--- src/rtl/seg_message_sequencer.sv ---
// Seven-segment message sequencer: debounced step/mode buttons drive a
// MANUAL/AUTO/BLANK mode FSM that walks a fixed 14-frame segment ROM.
module seg_message_sequencer #(
  parameter int unsigned DEBOUNCE_CYCLES = 16,
  parameter int unsigned TICK_CYCLES     = 12_000_000,
  parameter int unsigned MSG_LEN         = 14
) (
  input  logic       clk,
  input  logic       rst,
  input  logic       btn_step,
  input  logic       btn_mode,
  input  logic       pause,
  input  logic       dir,
  output logic [7:0] seg_out,
  output logic [3:0] index,
  output logic [1:0] mode,
  output logic       step_tick
);

  typedef enum logic [1:0] {
    MANUAL = 2'b00,
    AUTO   = 2'b01,
    BLANK  = 2'b10
  } mode_t;

  localparam logic [15:0] DEB_LAST  = 16'(DEBOUNCE_CYCLES - 1);
  localparam logic [23:0] TICK_LAST = 24'(TICK_CYCLES - 1);
  localparam logic [3:0]  IDX_LAST  = 4'(MSG_LEN - 1);

  // Bit 0 is the step button, bit 1 the mode button.
  logic [1:0]  btn_raw;
  logic [1:0]  sync1, sync2, deb, deb_d, pulse;
  logic [15:0] deb_cnt [2];
  logic        step_p, mode_p;

  assign btn_raw = {btn_mode, btn_step};
  assign step_p  = pulse[0];
  assign mode_p  = pulse[1];

  always_ff @(posedge clk) begin
    if (rst) begin
      sync1      <= '0;
      sync2      <= '0;
      deb        <= '0;
      deb_d      <= '0;
      pulse      <= '0;
      deb_cnt[0] <= '0;
      deb_cnt[1] <= '0;
    end else begin
      sync1 <= btn_raw;
      sync2 <= sync1;
      deb_d <= deb;
      pulse <= deb & ~deb_d;
      for (int unsigned i = 0; i < 2; i++) begin
        if (sync2[i] != deb[i]) begin
          if (deb_cnt[i] == DEB_LAST) begin
            deb[i]     <= sync2[i];
            deb_cnt[i] <= '0;
          end else begin
            deb_cnt[i] <= deb_cnt[i] + 16'd1;
          end
        end else begin
          deb_cnt[i] <= '0;
        end
      end
    end
  end

  mode_t       state, state_next;
  logic [23:0] presc, presc_next;
  logic [3:0]  idx, idx_next;
  logic        advance, tick;
  logic [7:0]  rom_val;

  // The advance decision uses the current mode, so a simultaneous mode press
  // still applies the step under the old mode's rules.
  always_comb begin
    state_next = state;
    presc_next = '0;
    tick       = 1'b0;
    advance    = 1'b0;
    case (state)
      MANUAL: begin
        advance = step_p;
        if (mode_p) state_next = AUTO;
      end
      AUTO: begin
        tick    = !pause && (presc == TICK_LAST);
        advance = step_p | tick;
        if (step_p || tick) presc_next = '0;
        else if (pause)     presc_next = presc;
        else                presc_next = presc + 24'd1;
        if (mode_p) state_next = BLANK;
      end
      BLANK: begin
        if (mode_p) state_next = MANUAL;
      end
      default: state_next = MANUAL;
    endcase
    if (mode_p) presc_next = '0;

    idx_next = idx;
    if (advance) begin
      if (dir) idx_next = (idx == 4'd0) ? IDX_LAST : idx - 4'd1;
      else     idx_next = (idx == IDX_LAST) ? 4'd0 : idx + 4'd1;
    end
  end

  always_comb begin
    case (idx)
      4'd0:    rom_val = 8'h80;
      4'd1:    rom_val = 8'h5B;
      4'd2:    rom_val = 8'h4F;
      4'd3:    rom_val = 8'h15;
      4'd4:    rom_val = 8'h7E;
      4'd5:    rom_val = 8'h0E;
      4'd6:    rom_val = 8'h5F;
      4'd7:    rom_val = 8'h3E;
      4'd8:    rom_val = 8'h0E;
      4'd9:    rom_val = 8'h5F;
      4'd10:   rom_val = 8'h7E;
      4'd11:   rom_val = 8'h15;
      4'd12:   rom_val = 8'h3E;
      4'd13:   rom_val = 8'h0E;
      default: rom_val = 8'h00;
    endcase
  end

  always_ff @(posedge clk) begin
    if (rst) begin
      state     <= MANUAL;
      presc     <= '0;
      idx       <= '0;
      step_tick <= 1'b0;
      seg_out   <= '0;
    end else begin
      state     <= state_next;
      presc     <= presc_next;
      idx       <= idx_next;
      step_tick <= advance;
      seg_out   <= (state == BLANK) ? 8'h00 : rom_val;
    end
  end

  assign index = idx;
  assign mode  = state;

endmodule

--- config.mk ---
export PLATFORM = sky130hd
export DESIGN_NAME = seg_message_sequencer
export DESIGN_NICKNAME = d
export VERILOG_FILES = /design/src/rtl/seg_message_sequencer.sv
export SDC_FILE = /design/constraint.sdc
export NUM_CORES = 1
export LEC_CHECK = 0
export BUFFER_PORTS_ARGS = -buffer_cell sky130_fd_sc_hd__buf_4
export CORE_ASPECT_RATIO = 0.5
export CORE_MARGIN = 2
export CORE_UTILIZATION = 50
export DETAILED_ROUTE_END_ITERATION = 10
export HOLD_SLACK_MARGIN = 0.06
export PLACE_DENSITY = 0.66
export SLEW_MARGIN = 10
export SYNTH_ARGS = -nofsm -noshare
export SYNTH_HDL_FRONTEND = slang
export SYNTH_SLANG_ARGS = --single-unit
--- constraint.sdc ---
create_clock -name clk -period 4.8 [get_ports clk]
set_clock_uncertainty 0.15 [all_clocks]
set_input_delay 0.96 -clock clk [delete_from_list [all_inputs] [get_ports clk]]
set_output_delay 0.96 -clock clk [all_outputs]
set_load 0.1 [all_outputs]
---- After elaboration in Yosys (flattened, before gate mapping) ----
Memory sizes are Yosys's and may differ from the RTL's. A register that Yosys moved wholly into a read port is not among the register bits.
Cells that the tools add are included.
W data, S select, Z words.
operators by class
  add/subtract/negate cells ............... 5
  equality and inequality tests ........... 11
  multiplexer cells ....................... 38
  bitwise gates (word level) .............. 10
  reduce and logical (&&, ||, !) cells .... 10
operator list
  operator                 count
  $mux W16                 6
  $add A16 B1 Y16 const B  2
  $eq A16 B4 Y1 const B    2
  $add A24 B1 Y24 const B  1
  $eq A24 B24 Y1 const B   1
  $mux W1                  24
  $mux W4                  3
  $or A1 B1 Y1             7
  $mux W2                  3
  $ne A2 B2 Y1 const B     3
  $pmux W2 S3              1
  $add A4 B1 Y4 const B    1
  $eq A4 B4 Y1 const B     1
  $logic_not A4 Y1         1
  $reduce_and A2 Y1        2
  $reduce_or A4 Y1         1
  $sub A4 B1 Y4 const B    1
  $reduce_and A3 Y1        1
  $and A2 B2 Y2            1
  $eq A2 B1 Y1 const B     1
  $eq A2 B2 Y1 const B     1
  $logic_not A2 Y1         1
  $ne A1 B1 Y1             2
  $not A2 Y2               1
  6 further kinds          6
storage, ports and cells
  flip-flop bits (word level) ............. 41
  RAM bits ................................ 32
  memory bits (read-only) ................. 128
  input port bits ......................... 6
  output and inout bits ................... 15
  memories ................................ 2
memories
  name              depth  width  read ports  clocked after Yosys merged registers in  write ports  line  source
  (name not given)  16     8      1           1                                        0            110   case (idx)
  deb_cnt           2      16     2           0                                        2            33    logic [15:0] deb_cnt [2];

---- Depth between registers and ports, before layout ----
  word-level depth ........................ 8
  depth in mapped cells ................... 7
  depth with buffers taken out ............ 6

---- Least setup slack after synthesis ----
OpenSTA, ideal clock, no wires.
  kind .................................... input to register
  start point ............................. input pause
  end point ............................... register idx[1] (netlist: index[1])
  setup time .............................. 0.121 ns
  data arrival time ....................... 2.334 ns
  data required time ...................... 4.529 ns
  path slack .............................. 2.195 ns
  stages on the path ...................... 4
  path through ............................ nand4b_4 or3_4 o41a_4 mux2_4
between the ends
  cells in the longest elaborated chain, start to end .. 4
ends and longest elaborated chain
  what                    line  source
  start: declaration      12    input logic pause,
  $logic_not A1 Y1        88    tick = !pause && (presc == TICK_LAST);
  $logic_and A1 B1 Y1     88
  $or A1 B1 Y1            89    advance = step_p | tick;
  $pmux W1 S2             82    case (state)
  end signal: assignment  139   idx <= idx_next;
  end: declaration        71    logic [3:0] idx, idx_next;
Every way passes these cells.
A chain may end at the register's enable or synchronous reset.

---- Final worst setup path ----
  start point ............................. register idx[2] (netlist: index[2])
  end point ............................... output index[2]
RTL lines
  what              line  source
  end: declaration  15    output logic [3:0] index,
No word-level cell between the ends.

==> results by group <==
Critical path
  – Critical Path Sink Type: output pin
  – Cells along the critical path: buf_4
  – Critical Path RT: 3690 ps
  – Max incr delay on CP: 690 ps
  – R2R setup slack: 2510 ps
  – CP startpoint kind: register
  – CP bufs+invs: 1
  – Crit Path Max Fanout: 17
  – CP max-delay cell: dfxtp_1
  – Worst Path Class, Setup: reg2out
  – Top delay family on crit path: flip-flops
  – Reg-to-Reg End: presc[22]
  – Worst r2r src: presc[0]
  – Data arrival, critical path: 1420 ps
  – Reg2Reg Depth: 5

Clock tree
  – Clock Sink Count: 80
  – Cts hold-fix bufs: 0
  – CTS Buf Count: 9
  – Worst skew pair latency: 330 ps
  – CTS root buf: clkbuf_16
  – Post-CTS Resized: 0
  – Clock buffer depth: 2
  – Post-CTS Setup Inserts: 0
  – H-Tree Depth: 3
  – TritonCTS clock tree: built
  – Clk pin slew, worst setup/hold paths: 60 ps

Job
  – Maxcap violations: 0

Hold path
  – HP Start: deb_d[1]
  – Worst Hold Depth: 1
  – Hold crit path type: reg2reg
  – Hold endpoint: pulse[1]

Power and ir drop
  – VDD IR max: 160 µV
  – Pleak: 1.64 nW
  – Total power divided by cell area: approximately 310 nW/µm²

Timing
  – Final Hold Vio Count: 0
  – Max-slew violations: 0
  – Tmin final: 2530 ps
  – Tcrit/Tclk final: 0.527
  – Setup TNS: 0 ps
  – Relative slew slack: 0.487
  – Final setup fails: 0
  – Worst slew pin tran: 763 ps
  – RSZ-0062 raised after global routing: no
  – Worst Hold Slack: roughly 240 ps
  – Max Freq: 396 MHz

Placement
  – Detailed Place HPWL: 4980 µm
  – Routability Congestion: ~0.8
  – Port Buffers: 20

Synthesis
  – Ys Warns: 0
  – Largest area contributor in the netlist: dfxtp_1
  – Synth top area share: 0.239
  – EDFF count, synth: 32
  – Most common cell in the netlist: nor2_1
  – Post-synthesis sequential area ratio: 0.478
  – Ys async rst share: 0
  – #FFs+latches synth: 80
  – Post-Synthesis Cells: 413
  – Main synth FF type: dfxtp_1
  – Netlist cell types: 53
  – Synthesized cell area: 4020 µm²
  – Avg Cell Area, Syn: 9.74 µm²
  – Area contributors post-synth: dfxtp_1 24%, edfxtp_1 24%, xnor2_1 6.5%
  – Top cells by count, synth: 59 x nor2_1, 48 x dfxtp_1, 32 x edfxtp_1

Floorplan
  – Row count: 23
  – Die area: 8820 µm²
  – IO Pins: 21
  – Initial Util: 0.508
  – Die span in y: 67.4 µm
  – Die width: approximately 130 µm
  – Core area: 7910 µm²

Detailed routing
  – Via density: 5.22
  – Vias post-DR: 3032
  – Antenna viol nets, final: 0
  – # DRC: 0
  – Final WL: 7440 µm
  – DRT iter0 DRCs: 241
  – Routed len/inst: 12.8 µm
  – Drt first pass iters: 4

Global routing
  – Number of global-route vias before repair: 2663
  – Grt total ovfl: 0
  – Total global-route track usage: 0.181
  – Initial antenna violation count: 0
  – First-pass GRT wire length: 12300 µm
  – Largest net degree at the start of global routing: 25

Finish
  – Post-layout net count: about 480
  – N_diodes: 0
  – Share of cells above drive strength 1: 0.100
  – Area Overhead vs Synth: 16.4%

Outcome
  – Status: finished, final reports clean
==> area by class of cell <==
cell class | count | area (µm²)
fillers | 693 | 3230
multi-input cells | 338 | 2110
flip-flops and latches | 80 | 1920
clock buffers | 13 | 260
repair buffers | 21 | 158
well taps | 112 | 140
inverters | 14 | 52.6
clock inverters | 3 | 42.5
==> logic make-up (layout without fill, tap and decap cells) <==
logic type / after synthesis / count (layout) / share of synthesized area
adder cells (fa/ha/maj): 8 / 8 / 0.0249
flip-flops: 80 / 80 / 0.478
AND/OR/NAND/NOR: 198 / 198 / 0.272
multiplexers: 10 / 10 / 0.0261
other: 1 / 32 / 0.000932
buffers and inverters: 26 / 51 / 0.0277
XOR/XNOR: 41 / 41 / 0.0892
AO/OA/AOI/OAI: 49 / 49 / 0.0815
==> state kept, by name (all words and copies together), names as in the netlist <==
| signal | count |
|---|---|
| pulse | 2 |
| sync2 | 2 |
| mode | 2 |
| deb_cnt | 32 |
| deb | 2 |
| sync1 | 2 |
| index | 4 |
| presc | 24 |
| step_tick | 1 |
| deb_d | 2 |
| seg_out | 7 |
==> layer usage <==
| layer | part of all wire | vias to the layer above | wire (µm) | global-route usage |
|---|---|---|---|---|
| li1 | - | 1574 | - | - |
| met1 | 0.53 | 1384 | 3950 | 0.248 |
| met2 | 0.41 | 60 | 3030 | 0.261 |
| met3 | 0.044 | 14 | 325 | 0.0666 |
| met4 | 0.018 | 0 | 133 | 0.0705 |
| met5 | 0 | - | 0 | 0 |
==> power breakdown <==
group | total, W | switching [W] | internal (W)
Clock | 0.000689 | 0.000259 | 0.000431
Combinational | 0.0000419 | 0.0000247 | 0.0000173
Sequential | 0.000735 | 0.0000145 | 0.000720
==> layout by cell type, fill, tap and decap left out, types with 11 or more instances in the layout <==
master,Yosys,final
a21oi_1,19,19
buf_4,1,21
inv_1,14,14
nand3_1,18,18
xor2_1,11,11
nor4_1,17,17
nor3_1,15,15
nand4_1,14,14
conb_1,1,32
nor2_1,59,59
dfxtp_1,48,48
edfxtp_1,32,32
xnor2_1,30,30
nand2_1,14,14
==> worst max path at each step <==
stage                    end      from  cells after the start
floorplan           index[1]     pause                      4
global placement    index[1]     pause                      5
detailed placement  index[1]     pause                      5
CTS                 index[2]  index[2]                      1
global route        index[2]  index[2]                      1
finish              index[2]  index[2]                      1
==> stage by stage <==
step	utilization	area, µm²	instances	total power (W)	setup slack [ps]
floorplan	-	4140	444	0.000777	2190
global placement	0.553	4380	565	0.000789	2010
detailed placement	0.553	4380	565	0.000790	1990
CTS	0.592	4680	581	0.00148	2260
global route	0.592	4680	581	0.00151	2190
finish	0.592	4680	581	0.00147	2270
Note: power is estimated with default switching activity, not from simulation.
